[src/rtl/cond_pkg.sv]
// Shared definitions for the condition unit: ARM condition codes, NZCV bit
// positions and flag-write masks.
package cond_pkg;

  typedef enum logic [3:0] {
    COND_EQ = 4'h0,
    COND_NE = 4'h1,
    COND_CS = 4'h2,
    COND_CC = 4'h3,
    COND_MI = 4'h4,
    COND_PL = 4'h5,
    COND_VS = 4'h6,
    COND_VC = 4'h7,
    COND_HI = 4'h8,
    COND_LS = 4'h9,
    COND_GE = 4'hA,
    COND_LT = 4'hB,
    COND_GT = 4'hC,
    COND_LE = 4'hD,
    COND_AL = 4'hE,
    COND_NV = 4'hF
  } cond_e;

  localparam int unsigned FLAG_N = 3;
  localparam int unsigned FLAG_Z = 2;
  localparam int unsigned FLAG_C = 1;
  localparam int unsigned FLAG_V = 0;

  localparam logic [1:0] FW_NONE = 2'b00;
  localparam logic [1:0] FW_NZ   = 2'b10;
  localparam logic [1:0] FW_CV   = 2'b01;
  localparam logic [1:0] FW_ALL  = 2'b11;

endpackage

[src/rtl/cond_check.sv]
// Combinational ARM condition evaluator: (cond, nzcv) -> pass.
module cond_check
  import cond_pkg::*;
(
  input  logic [3:0] cond_i,
  input  logic [3:0] nzcv_i,
  output logic       pass_o
);

  logic n, z, c, v;

  always_comb begin
    n = nzcv_i[FLAG_N];
    z = nzcv_i[FLAG_Z];
    c = nzcv_i[FLAG_C];
    v = nzcv_i[FLAG_V];
    // AL and the reserved 1111 encoding both execute unconditionally.
    pass_o = 1'b1;
    case (cond_e'(cond_i))
      COND_EQ: pass_o = z;
      COND_NE: pass_o = ~z;
      COND_CS: pass_o = c;
      COND_CC: pass_o = ~c;
      COND_MI: pass_o = n;
      COND_PL: pass_o = ~n;
      COND_VS: pass_o = v;
      COND_VC: pass_o = ~v;
      COND_HI: pass_o = c & ~z;
      COND_LS: pass_o = ~c | z;
      COND_GE: pass_o = ~(n ^ v);
      COND_LT: pass_o = n ^ v;
      COND_GT: pass_o = ~z & ~(n ^ v);
      COND_LE: pass_o = z | (n ^ v);
      default: pass_o = 1'b1;
    endcase
  end

endmodule

[src/rtl/cond_unit.sv]
// Architectural NZCV register, condition gating of decoder strobes and
// saturating executed/skipped debug counters.
module cond_unit
  import cond_pkg::*;
#(
  parameter int unsigned CNT_W       = 16,
  parameter logic [3:0]  RESET_FLAGS = 4'b0000
) (
  input  logic             clk,
  input  logic             rst_n,
  input  logic             valid_i,
  input  logic [3:0]       cond_i,
  input  logic [3:0]       alu_flags_i,
  input  logic [1:0]       flag_write_i,
  input  logic             reg_write_i,
  input  logic             mem_write_i,
  input  logic             pc_src_i,
  output logic             cond_ex_o,
  output logic             reg_write_o,
  output logic             mem_write_o,
  output logic             pc_src_o,
  output logic [3:0]       flags_o,
  output logic [CNT_W-1:0] exec_cnt_o,
  output logic [CNT_W-1:0] skip_cnt_o
);

  localparam logic [CNT_W-1:0] CNT_MAX = '1;

  logic [3:0]       flags_q, flags_d;
  logic [CNT_W-1:0] exec_cnt_q, exec_cnt_d;
  logic [CNT_W-1:0] skip_cnt_q, skip_cnt_d;
  logic             pass;

  // Evaluated against the stored flags, never the in-flight ALU result.
  cond_check u_cond_check (
    .cond_i (cond_i),
    .nzcv_i (flags_q),
    .pass_o (pass)
  );

  always_comb begin
    cond_ex_o   = valid_i & pass;
    reg_write_o = reg_write_i & cond_ex_o;
    mem_write_o = mem_write_i & cond_ex_o;
    pc_src_o    = pc_src_i & cond_ex_o;
  end

  always_comb begin
    flags_d    = flags_q;
    exec_cnt_d = exec_cnt_q;
    skip_cnt_d = skip_cnt_q;
    if (valid_i) begin
      if (cond_ex_o) begin
        if (flag_write_i[1]) begin
          flags_d[FLAG_N] = alu_flags_i[FLAG_N];
          flags_d[FLAG_Z] = alu_flags_i[FLAG_Z];
        end
        if (flag_write_i[0]) begin
          flags_d[FLAG_C] = alu_flags_i[FLAG_C];
          flags_d[FLAG_V] = alu_flags_i[FLAG_V];
        end
        if (exec_cnt_q != CNT_MAX) exec_cnt_d = exec_cnt_q + 1'b1;
      end else begin
        if (skip_cnt_q != CNT_MAX) skip_cnt_d = skip_cnt_q + 1'b1;
      end
    end
  end

  always_ff @(posedge clk or negedge rst_n) begin
    if (!rst_n) begin
      flags_q    <= RESET_FLAGS;
      exec_cnt_q <= '0;
      skip_cnt_q <= '0;
    end else begin
      flags_q    <= flags_d;
      exec_cnt_q <= exec_cnt_d;
      skip_cnt_q <= skip_cnt_d;
    end
  end

  assign flags_o    = flags_q;
  assign exec_cnt_o = exec_cnt_q;
  assign skip_cnt_o = skip_cnt_q;

endmodule

[config.mk]
export PLATFORM = sky130hd
export DESIGN_NAME = cond_unit
export DESIGN_NICKNAME = d
export VERILOG_FILES = /design/src/rtl/cond_pkg.sv /design/src/rtl/cond_check.sv /design/src/rtl/cond_unit.sv
export SDC_FILE = /design/constraint.sdc
export NUM_CORES = 1
export LEC_CHECK = 0
export ABC_AREA = 1
export CORE_MARGIN = 2
export CORE_UTILIZATION = 50
export CTS_CLUSTER_DIAMETER = 150
export DETAILED_ROUTE_END_ITERATION = 6
export GPL_TIMING_DRIVEN = 0
export PLACE_DENSITY = 0.85
export SLEW_MARGIN = 30
export SYNTH_ARGS = -nofsm -noshare
export SYNTH_HDL_FRONTEND = slang
export SYNTH_SLANG_ARGS = --single-unit
[constraint.sdc]
create_clock -name clk -period 4.5 [get_ports clk]
set_input_delay 0.9 -clock clk [delete_from_list [all_inputs] [get_ports clk]]
set_output_delay 0.9 -clock clk [all_outputs]
set_load 0.05 [all_outputs]
==> metrics.md, run 1 <==
| Metric | Value |
|---|---|
| Routed via count | `2,600` |
| Die H | `74.96 um` |
| FF-to-FF path depth | `8` |
| NumNets Final | `442` |
| Post-Synthesis Cells | `361` |
| Number of I/O port buffers | `55` |
| Initial antenna violation count | `0` |
| Synth Net Count | `379` |
| Gpl congestion | `0.8581` |
| Layout cells sized above 1 | `8.235%` |
| Unrepaired setup endpoints after global routing | `no` |
| Multi-input gate area | `0.001351 mm^2` |
| Area Growth Syn to Fin | `30.22%` |
| Vias in the first global route | `2,432` |
| Pins Over Slew Limit | `0` |
| Worst relative slew slack | `66.06%` |
| Worst setup SP type | `input port` |
| Sequential Area | `900.9 um^2` |
| Max Fclk | `0.2373 GHz` |
| Run status | `completed` |
| Netlist cell types | `26` |
| CTS tree | `yes` |
| Crit end category | `primary output` |
| Post-CTS Setup Bufs | `0` |
| Register area share after synthesis | `35.79%` |
| Clock-pin slew on the worst setup and hold paths | `0.07 ns` |
| Worst vdd ir | `0.3195 mV` |
| Routed len/inst | `13.03 um` |
| Clock skew | `0.01260 ns` |
| Post-Layout Cell Count | `492` |
| Crit path cell chain | `clkdlybuf4s50_1, inv_2, nand2_1, nand2_1, nand2_1, nand3_2, nand2_1, nor2_1, nand2_1, buf_6, nand2_1, nor2_1, clkdlybuf4s50_1` |
| Total power divided by cell area | `424.4 mW/mm^2` |
| Die X | `74.96 um` |
| Mapped Area | `0.002517 mm^2` |
| M1 GR Usage | `31.58%` |
| Hold Fails Final Rpt | `0` |
| R2r setup slk | `2.69 ns` |
| Endpoints failing setup | `0` |
| Worst EP required | `3.60 ns` |
| Total track usage | `24.78%` |
| Resized cells post-CTS | `0` |
| Clock sink count | `36` |
| DRT iter0 DRCs | `130` |
| DRC Markers | `0` |
| Slowest-stage cell, CP | `clkdlybuf4s50_1` |
| Synthesized flop and latch total | `36` |
| Number of clock buffers inserted by TritonCTS | `5` |
| DRT Wirelength | `6410 um` |
| Io pins | `56` |
| Fin crit share | `93.64%` |
| Critical R2R Capture | `skip_cnt_o[7]` |
| Antenna Nets Post-Route | `0` |
| CP arrival | `3.31 ns` |
| Final global-route overflow total | `0` |
| Core Area | `0.004786 mm^2` |
| Gr busiest metal | `met2` |
| Met3 usage | `4.953%` |
| Leakage | `1.603 nW` |
| Die ar. | `0.005618 mm^2` |
| DR vias/cell | `5.285` |
| Average size of a mapped cell | `6.973 um^2` |
| CTS root buf | `clkbuf_8` |
| FP Rows | `25` |
| CTS max path bufs | `2` |
| Max-Cap Viols | `0` |
| Post-route setup slack | `0.2864 ns` |
| Pre-CTS setup slack | `0.3089 ns` |
| Largest net degree at the start of global routing | `27` |
| Yosys warns | `0` |
| DP HPWL | `4770 um` |
| Placed insts | `484` |
| Cts hold-fix bufs | `0` |
| Crit path top cell by count | `nand2_1` |
| First-pass DRT Iterations | `4` |
| Worst-Margin Slew | `0.5075 ns` |
| First-pass GRT wire length | `10,720 um` |
| Reg-to-Reg Start | `skip_cnt_o[0]` |
| Crit-path max FO | `10` |
| H-tree depth | `2` |
| Max incr delay on CP | `0.81 ns` |
| Initial Utilization | `52.60%` |
| Diode count | `0` |
| Min Tclk post-route | `4.214 ns` |
| Fillers | `402` |
| Met2 Resource Use GR | `40.84%` |
| Hold WC Path Type | `input port to async pin` |
| Setup TNS | `0 ns` |
| Crit path kind | `input port to primary output` |
| Clock latency on the worst-skew pair | `0.30 ns` |
through the flow:
| step | hold WS, ns | power [W] | util (%) | instance area [um^2] |
|---|---|---|---|---|
| 2_1_floorplan | 0.6044 | 0.0008923 | - | 2517 |
| 3_3_place_gp | 0.5130 | 0.001080 | 65.86 | 3152 |
| 3_5_place_dp | 0.5215 | 0.001101 | 66.17 | 3167 |
| 4_1_cts | 0.4856 | 0.001394 | 68.50 | 3278 |
| 5_1_grt | 0.4882 | 0.001460 | 68.50 | 3278 |
| 6_report | 0.4777 | 0.001391 | 68.50 | 3278 |
state kept, by name, summed over array words and instances, names as in the netlist:
register / flops
exec_cnt_o: 16
skip_cnt_o: 16
flags_o: 4
logic make-up (layout without fill, tap and decap cells):
kind of cell | Yosys count | in the layout | synth area share (%)
simple gates | 249 | 249 | 45.97
buf+inv | 53 | 117 | 10.54
fa+ha+maj | 2 | 2 | 0.9939
compound gates | 4 | 4 | 0.7949
flops | 36 | 36 | 35.79
xor+xnor | 17 | 17 | 5.914
where the power goes:
group / internal, W / total (W) / leakage [nW] / switching [W]
Combinational: 0.000226 / 0.000645 / 1.06 / 0.000419
Sequential: 0.000377 / 0.000452 / 0.486 / 0.0000756
Clock: 0.000164 / 0.000294 / 0.0541 / 0.000130
final cells by class:
cell class | count | share of cell area, %
plain buffers | 14 | 3.626
flip-flops and latches | 36 | 27.48
well taps | 67 | 2.557
clock inverters | 3 | 1.298
clock buffers | 5 | 2.099
inverters | 39 | 4.466
multi-input cells | 272 | 41.22
repair buffers | 56 | 17.25
per-layer routing:
layer,part of all wire [%],vias to the layer above
met4,2.0,0
met2,50,84
met5,0,-
met3,5.1,13
li1,-,1294
met1,43,1209
critical path, delay by kind of cell:
kind	cells	cell delay (ns)
buffers and inverters	4	1.66
AND/OR/NAND/NOR	9	0.75
cell usage in the layout, fill, tap and decap left out, types with 3 or more instances in the layout:
cell type / n
a21oi_1: 3
buf_4: 4
buf_6: 4
clkbuf_1: 3
clkbuf_8: 5
clkdlybuf4s50_1: 54
dfrtp_1: 36
inv_1: 36
nand2_1: 134
nand3_1: 22
nand3_2: 7
nand4_1: 39
nor2_1: 35
nor3_1: 5
xnor2_1: 6
xor2_1: 11
Yosys cell counts:
cell type / count / share of area, %
a21oi_1: 3 / 0.60
buf_12: 1 / 0.80
buf_2: 1 / 0.20
buf_4: 4 / 1.2
buf_6: 4 / 1.8
clkbuf_1: 3 / 0.45
clkbuf_4: 1 / 0.30
clkinv_1: 2 / 0.30
dfrtp_1: 36 / 36
ha_1: 2 / 0.99
inv_1: 36 / 5.4
inv_2: 1 / 0.15
nand2_1: 134 / 20
nand3_1: 22 / 4.4
nand3_2: 7 / 2.8
nand3_4: 1 / 0.70
nand3b_1: 1 / 0.30
nand4_1: 39 / 9.7
nand4_2: 2 / 0.99
nor2_1: 35 / 5.2
nor2_2: 2 / 0.50
nor2_4: 1 / 0.45
nor3_1: 5 / 0.99
o21ai_0: 1 / 0.20
xnor2_1: 6 / 2.1
xor2_1: 11 / 3.8
worst max-delay path by stage:
stage               startpoint     endpoint  slack, ns  depth (start not counted)
global placement     cond_i[1]  reg_write_o       0.37                         13
global route         cond_i[3]  reg_write_o       0.12                         11
CTS                  cond_i[1]  mem_write_o       0.29                         13
detailed placement   cond_i[1]  reg_write_o       0.31                         13
finish               cond_i[1]  reg_write_o       0.29                         13
floorplan            cond_i[3]  mem_write_o       1.36                         11
Power figures use the tool's default switching activity.
==> run 2: changes to the inputs <==
==> constraint.sdc (replaced) <==
create_clock -name clk -period 4.05 [get_ports clk]
set_input_delay 0.81 -clock clk [delete_from_list [all_inputs] [get_ports clk]]
set_output_delay 0.81 -clock clk [all_outputs]
set_load 0.05 [all_outputs]
==> metrics.md, run 2 (synthesized netlist as in run 1, its figures left out) <==
| Metric | Value |
|---|---|
| Crit path cell chain | `clkdlybuf4s50_1, inv_2, nand2_1, nand2_1, nand2_1, nand3_2, nand2_1, nor2_1, nand2_1, buf_6, nand2_1, nor2_1, dlymetal6s2s_1 (was clkdlybuf4s50_1, inv_2, nand2_1, nand2_1, nand2_1, nand3_2, nand2_1, nor2_1, nand2_1, buf_6, nand2_1, nor2_1, clkdlybuf4s50_1)` |
| Met3 wire len | `335 um (was 326 um)` |
| Clock-pin slew on the worst setup and hold paths | `0.07 ns (about the same)` |
| Routed len/inst | `13.04 um (was 13.03 um)` |
| Reg-to-Reg Start | `skip_cnt_o[0] (unchanged)` |
| Clock skew | `0.01000 ns (was 0.01260 ns)` |
| Initial Utilization | `52.60% (unchanged)` |
| Start point of the critical path | `cond_i[1] (unchanged)` |
| Worst EP required | `3.24 ns (was 3.60 ns)` |
| Worst vdd ir | `0.3552 mV (was 0.3195 mV)` |
| Area Growth Syn to Fin | `30.62% (was 30.22%)` |
| Setup TNS | `0 ns (unchanged)` |
| Gpl congestion | `0.8581 (unchanged)` |
| Die ar. | `0.005618 mm^2 (unchanged)` |
| Commonest non-fill, non-tap cells in the layout | `134 x nand2_1, 50 x clkdlybuf4s50_1, 39 x nand4_1, 36 x inv_1, 36 x dfrtp_1 (was 134 x nand2_1, 54 x clkdlybuf4s50_1, 39 x nand4_1, 36 x inv_1, 36 x dfrtp_1)` |
| FP Rows | `25 (unchanged)` |
| Commonest non-fill, non-tap cell in the layout | `nand2_1 (unchanged)` |
| Largest net degree at the start of global routing | `27 (unchanged)` |
| Leakage | `1.666 nW (was 1.603 nW)` |
| Clock sink count | `36 (unchanged)` |
| Met2 wire len | `3176 um (was 3185 um)` |
| Diode count | `0 (unchanged)` |
| Final global-route overflow total | `0 (unchanged)` |
| First-pass GRT wire length | `10,720 um (unchanged)` |
| Max-Cap Viols | `0 (unchanged)` |
| DRT iter0 DRCs | `148 (was 130)` |
| CP top delay family | `buffers and inverters (unchanged)` |
| Routed via count | `2,614 (was 2,600)` |
| Io pins | `56 (unchanged)` |
| Top Layer Used | `met4 (unchanged)` |
| CTS max path bufs | `2 (unchanged)` |
| H-tree depth | `2 (unchanged)` |
| Worst-Margin Slew | `0.5077 ns (was 0.5075 ns)` |
| Post-route setup slack | `0.4073 ns (was 0.2864 ns)` |
| DP HPWL | `4770 um (unchanged)` |
| Crit path kind | `input port to primary output (unchanged)` |
| Pins Over Slew Limit | `0 (unchanged)` |
| Pre-CTS setup slack | `0.03892 ns (was 0.3089 ns)` |
| CTS root buf | `clkbuf_8 (unchanged)` |
| Vias in the first global route | `2,432 (unchanged)` |
| Endpoints failing setup | `0 (unchanged)` |
| Worst relative slew slack | `66.05% (was 66.06%)` |
| Number of I/O port buffers | `55 (unchanged)` |
| Clock latency on the worst-skew pair | `0.30 ns (about the same)` |
| CP arrival | `2.83 ns (was 3.31 ns)` |
| Layout cells sized above 1 | `8.235% (unchanged)` |
| Total track usage | `24.78% (unchanged)` |
| Number of clock buffers inserted by TritonCTS | `5 (unchanged)` |
| Antenna Nets Post-Route | `0 (unchanged)` |
| Slowest-stage cell, CP | `clkdlybuf4s50_1 (unchanged)` |
| Power Total | `0.001544 W (was 0.001391 W)` |
| DR vias/cell | `5.313 (was 5.285)` |
| Total power divided by cell area | `469.7 mW/mm^2 (was 424.4 mW/mm^2)` |
| Unrepaired setup endpoints after global routing | `no (unchanged)` |
| Max Fclk | `0.2745 GHz` |
| Worst path bufs/invs | `4 (unchanged)` |
| Crit end category | `primary output (unchanged)` |
| NumNets Final | `442 (unchanged)` |
| CTS tree | `yes (unchanged)` |
| Fin crit share | `89.94%` |
| Max incr delay on CP | `0.61 ns (was 0.81 ns)` |
| Crit path top cell by count | `nand2_1 (unchanged)` |
| Core Area | `0.004786 mm^2 (unchanged)` |
| WL met1 | `2779 um (was 2770 um)` |
| Hold WC Path Type | `input port to async pin (unchanged)` |
| DRT Wirelength | `6416 um (was 6410 um)` |
| First-pass DRT Iterations | `4 (unchanged)` |
| Hold Fails Final Rpt | `0 (unchanged)` |
| Min Tclk post-route | `3.643 ns` |
| Worst setup SP type | `input port (unchanged)` |
| Die X | `74.96 um (unchanged)` |
| Run status | `completed (unchanged)` |
| Initial antenna violation count | `0 (unchanged)` |
| Crit-path max FO | `10 (unchanged)` |
| Die H | `74.96 um (unchanged)` |
| DRC Markers | `0 (unchanged)` |
| Fin Hold WS | `0.3911 ns (was 0.4777 ns)` |
run 2: metrics by stage:
step | cell area (um^2) | instances | util (%)
2_1_floorplan | 2517 | 361 | -
3_3_place_gp | 3152 | 483 | 65.86
3_5_place_dp | 3167 | 484 | 66.17
4_1_cts | 3278 | 492 | 68.50
5_1_grt | 3288 | 492 | 68.71
6_report | 3288 | 492 | 68.71
run 2: area by class of cell:
class                           count  area, um^2
Multi-Input combinational cell    272        1351
Sequential cell                    36       900.9
Tap cell                           67       83.83
Clock inverter                      3       42.54
Buffer                             14       118.9
Timing Repair Buffer               56       575.6
Fill cell                         398        1498
Clock buffer                        5       68.82
Inverter                           39       146.4
run 2: final timing paths:
kind	endpoint	slack [ns]	depth (start not counted)
max	reg_write_o	0.41	13
min	exec_cnt_o[4]	0.39	1
max reg2reg	skip_cnt_o[7]	2.24	8
min reg2reg	exec_cnt_o[14]	0.54	2
max in group asynchronous	skip_cnt_o[9]	3.24	2
min in group clk	exec_cnt_o[14]	0.54	2
run 2: layer usage:
| layer | vias to the layer above | track usage, % |
|---|---|---|
| li1 | 1295 | - |
| met1 | 1224 | 31.58 |
| met2 | 84 | 40.84 |
| met3 | 11 | 4.953 |
| met4 | 0 | 10.91 |
| met5 | - | 0 |
run 2: what timing repair did:
action / CTS / global route
setup buffers: 0 / 0
setup endpoints to repair: 0 / 4
gates resized for setup: 0 / 4
hold buffers: 0 / 0
run 2: report_power, final:
| group | total [W] | switching (W) | internal, W |
|---|---|---|---|
| Sequential | 0.000502 | 0.0000837 | 0.000419 |
| Combinational | 0.000716 | 0.000466 | 0.000250 |
| Clock | 0.000326 | 0.000144 | 0.000182 |
run 2: worst register-to-register path, cell delays in order (launching register included):
cell and delay (ns):
dfrtp_1 0.44, ha_1 0.21, nand2_1 0.11, nor2_2 0.27, nand4_2 0.24, nand3_2 0.18
buf_4 0.19, nand2_1 0.07, nand2_1 0.06
==> run 3: changes to the inputs <==
--- a/config.mk
+++ b/config.mk
@@ -5,13 +5,13 @@
 export SDC_FILE = /design/constraint.sdc
 export NUM_CORES = 1
 export LEC_CHECK = 0
-export ABC_AREA = 1
+export ABC_AREA = 0
 export CORE_MARGIN = 2
-export CORE_UTILIZATION = 50
+export CORE_UTILIZATION = 48
 export CTS_CLUSTER_DIAMETER = 150
 export DETAILED_ROUTE_END_ITERATION = 6
 export GPL_TIMING_DRIVEN = 0
-export PLACE_DENSITY = 0.85
+export PLACE_DENSITY = 0.86
 export SLEW_MARGIN = 30
 export SYNTH_ARGS = -nofsm -noshare
 export SYNTH_HDL_FRONTEND = slang
==> metrics.md, run 3 <==
| Metric | Value |
|---|---|
| Max-Cap Viols | `0 (unchanged)` |
| Hold WC Path Type | `input port to async pin (unchanged)` |
| Reg-to-Reg Start | `flags_o[3] (was skip_cnt_o[0])` |
| Yosys warns | `0 (unchanged)` |
| Min Tclk post-route | `3.922 ns (was 3.643 ns)` |
| Gpl congestion | `0.8256 (was 0.8581)` |
| CTS tree | `yes (unchanged)` |
| Commonest non-fill, non-tap cells in the layout | `49 x clkdlybuf4s50_1, 36 x dfrtp_1, 19 x nand2_1, 18 x xnor2_1, 15 x nand4_1 (was 134 x nand2_1, 50 x clkdlybuf4s50_1, 39 x nand4_1, 36 x inv_1, 36 x dfrtp_1)` |
| Critical R2R Capture | `flags_o[3] (was skip_cnt_o[7])` |
| Placed insts | `298 (was 484)` |
| Total track usage | `21.60% (was 24.78%)` |
| DP HPWL | `3419 um (was 4770 um)` |
| R2r setup slk | `1.88 ns (was 2.24 ns)` |
| Max Fclk | `0.2549 GHz (was 0.2745 GHz)` |
| Crit path kind | `input port to primary output (unchanged)` |
| Synth Net Count | `211 (was 379)` |
| Post-synth EDFFs | `0 (unchanged)` |
| Clock latency on the worst-skew pair | `0.30 ns (about the same)` |
| Top FF cell, synth | `dfrtp_1 (unchanged)` |
| Final global-route overflow total | `0 (unchanged)` |
| Synth Area in XOR/XNOR | `14.55% (was 5.915%)` |
| Area Growth Syn to Fin | `34.56% (was 30.62%)` |
| Hold Fails Final Rpt | `0 (unchanged)` |
| Number of I/O port buffers | `54 (was 55)` |
| Crit path cell chain | `clkdlybuf4s50_1, mux2i_1, xnor2_1, or3_2, o2111ai_4, buf_4, and2_1, clkdlybuf4s15_2 (was clkdlybuf4s50_1, inv_2, nand2_1, nand2_1, nand2_1, nand3_2, nand2_1, nor2_1, nand2_1, buf_6, nand2_1, nor2_1, dlymetal6s2s_1)` |
| CP top delay family | `buffers and inverters (unchanged)` |
| Worst setup SP type | `input port (unchanged)` |
| Largest net degree at the start of global routing | `22 (was 27)` |
| Clock skew | `0.01002 ns (was 0.01000 ns)` |
| First-pass DRT Iterations | `4 (unchanged)` |
| CTS max path bufs | `2 (unchanged)` |
| First-pass GRT wire length | `8245 um (was 10,720 um)` |
| Io pins | `56 (unchanged)` |
| Worst path bufs/invs | `3 (was 4)` |
| Initial antenna violation count | `0 (unchanged)` |
| Most numerous cell in the Yosys netlist | `dfrtp_1 (was nand2_1)` |
| Fin crit share | `96.85% (was 89.94%)` |
| Routed via count | `1,702 (was 2,614)` |
| Unrepaired setup endpoints after global routing | `no (unchanged)` |
| Total power divided by cell area | `598.1 mW/mm^2 (was 469.7 mW/mm^2)` |
| Vias in the first global route | `1,699 (was 2,432)` |
| Diode count | `0 (unchanged)` |
| Pre-CTS setup slack | `-0.3618 ns (was 0.03892 ns)` |
| Core Area | `0.004058 mm^2 (was 0.004786 mm^2)` |
| Setup TNS | `0 ns (unchanged)` |
| Initial Utilization | `50.23% (was 52.60%)` |
| Most area-hungry cell type in the Yosys netlist | `dfrtp_1 (unchanged)` |
| Post-Layout Cell Count | `306 (was 492)` |
| Die H | `69.17 um (was 74.96 um)` |
| Post-Synthesis Cells | `193 (was 361)` |
| Worst EP required | `3.24 ns (about the same)` |
| Mapped Area | `0.002038 mm^2 (was 0.002517 mm^2)` |
| NumNets Final | `273 (was 442)` |
| Run status | `completed (unchanged)` |
| Commonest cells post-synth | `36 x dfrtp_1, 19 x nand2_1, 18 x xnor2_1 (was 134 x nand2_1, 39 x nand4_1, 36 x dfrtp_1, 36 x inv_1, 35 x nor2_1)` |
| Register area share after synthesis | `44.20% (was 35.79%)` |
| Slowest-stage cell, CP | `clkdlybuf4s50_1 (unchanged)` |
| H-tree depth | `2 (unchanged)` |
| DRT Wirelength | `4749 um (was 6416 um)` |
| Top-area cell type share of the netlist area | `44.20% (was 35.79%)` |
| FP Rows | `23 (was 25)` |
| Synth area leaders | `dfrtp_1 44%, xnor2_1 7.7%, xor2_1 6.0% (was dfrtp_1 36%, nand2_1 20%, nand4_1 9.7%)` |
| Worst vdd ir | `0.3223 mV (was 0.3552 mV)` |
| Worst-Margin Slew | `0.5631 ns (was 0.5077 ns)` |
| Clock-pin slew on the worst setup and hold paths | `0.08 ns (was 0.07 ns)` |
| DRT iter0 DRCs | `76 (was 148)` |
| Synth Area in Simple Gates | `28.55% (was 45.97%)` |
| Pins Over Slew Limit | `0 (unchanged)` |
| Clock sink count | `36 (unchanged)` |
| Mux cell area share after synthesis | `4.727% (was 0%)` |
| Post-Synth Adder-Cell Area | `1.228% (was 0.9940%)` |
| FF-to-FF path depth | `6 (was 8)` |
| Netlist cell types | `41 (was 26)` |
| Average size of a mapped cell | `10.56 um^2 (was 6.973 um^2)` |
| Crit-path max FO | `10 (unchanged)` |
| Die ar. | `0.004784 mm^2 (was 0.005618 mm^2)` |
| Endpoints failing setup | `0 (unchanged)` |
| CTS root buf | `clkbuf_8 (unchanged)` |
| Routed len/inst | `15.52 um (was 13.04 um)` |
| DR vias/cell | `5.562 (was 5.313)` |
| Core Util, Final | `67.59% (was 68.71%)` |
| Async SR Flop Fraction | `100.0% (unchanged)` |
| Leakage | `1.188 nW (was 1.666 nW)` |
| Commonest non-fill, non-tap cell in the layout | `clkdlybuf4s50_1 (was nand2_1)` |
| Antenna Nets Post-Route | `0 (unchanged)` |
| CP arrival | `3.11 ns (was 2.83 ns)` |
| Max incr delay on CP | `0.58 ns (was 0.61 ns)` |
| Post-route setup slack | `0.1276 ns (was 0.4073 ns)` |
| Die X | `69.17 um (was 74.96 um)` |
| Synthesized flop and latch total | `36 (unchanged)` |
| DRC Markers | `0 (unchanged)` |
| Largest family of logic cells by synthesized area | `simple AND/OR/NAND/NOR gates (unchanged)` |
| Crit end category | `primary output (unchanged)` |
| Number of clock buffers inserted by TritonCTS | `5 (unchanged)` |
| Synth Area in Compound Gates | `3.499% (was 0.7952%)` |
| Layout cells sized above 1 | `15.63% (was 8.235%)` |
| Worst relative slew slack | `62.12% (was 66.05%)` |
[run 3: cell count changes in the layout (fill, tap and decap cells not counted), sizes merged, moves of 13 or more]
| cell | before | now |
|---|---|---|
| and3 | 0 | 14 |
| inv | 37 | 3 |
| nand2 | 134 | 19 |
| nand3 | 30 | 12 |
| nand4 | 41 | 15 |
| nor2 | 38 | 4 |
| xnor2 | 6 | 19 |
[run 3: metal layers]
layer / up-vias / routed length (um) / track usage, %
met4: 0 / 99 / 11.55
met1: 817 / 2065 / 28.83
met3: 8 / 238 / 5.409
li1: 826 / - / -
met5: - / 0 / 0
met2: 51 / 2346 / 32.26
[run 3: worst max-delay path by stage]
stage,startpoint,to,cells after the start
2_1_floorplan,cond_i[0],mem_write_o,6
6_report,cond_i[1],cond_ex_o,8
4_1_cts,cond_i[1],mem_write_o,8
3_3_place_gp,cond_i[1],pc_src_o,8
3_5_place_dp,cond_i[1],mem_write_o,8
5_1_grt,cond_i[1],cond_ex_o,8
[run 3: worst reg2reg max path, delay by kind of cell, from the launching register on]
| family | cells | cell delay [ns] |
|---|---|---|
| AO/OA/AOI/OAI | 2 | 0.24 |
| buffers and inverters | 1 | 0.09 |
| AND/OR/NAND/NOR | 2 | 0.93 |
| flip-flops | 1 | 0.46 |
| multiplexers | 1 | 0.34 |
[run 3: where the power goes]
group	switching [W]	internal [W]
logic	0.000513	0.000316
clock network	0.000134	0.000136
registers	0.000105	0.000436
[run 3: layout make-up]
| cell class | count | area (um^2) |
|---|---|---|
| inverter | 3 | 11.26 |
| multi-input combinational | 146 | 1071 |
| fill | 318 | 1315 |
| timing repair buffer | 55 | 549.3 |
| clock inverter | 2 | 10.01 |
| tap | 50 | 62.56 |
| sequential | 36 | 900.9 |
| buffer | 8 | 55.05 |
| clock buffer | 6 | 82.58 |
[run 3: through the flow]
step / total power [W] / hold slack [ns] / instance area (um^2)
floorplan: 0.001114 / 0.5144 / 2038
global placement: 0.001366 / 0.4749 / 2641
detailed placement: 0.001384 / 0.4789 / 2664
CTS: 0.001654 / 0.4273 / 2761
global route: 0.001725 / 0.4419 / 2743
finish: 0.001640 / 0.4232 / 2743
[run 3: cell families (layout without fill, tap and decap cells)]
logic type      Yosys count  count (layout)
simple gates             96              96
flops                    36              36
xor+xnor                 33              33
buf+inv                  11              74
mux                       8               8
compound gates            7               7
fa+ha+maj                 2               2
[run 3: what timing repair did]
| item | 4_1_cts | 5_1_grt |
|---|---|---|
| setup endpoints to repair | 4 | 3 |
| hold buffers | 0 | 0 |
| gates resized for setup | 12 | 6 |
| cloned | 0 | 0 |
| setup buffers | 0 | 0 |
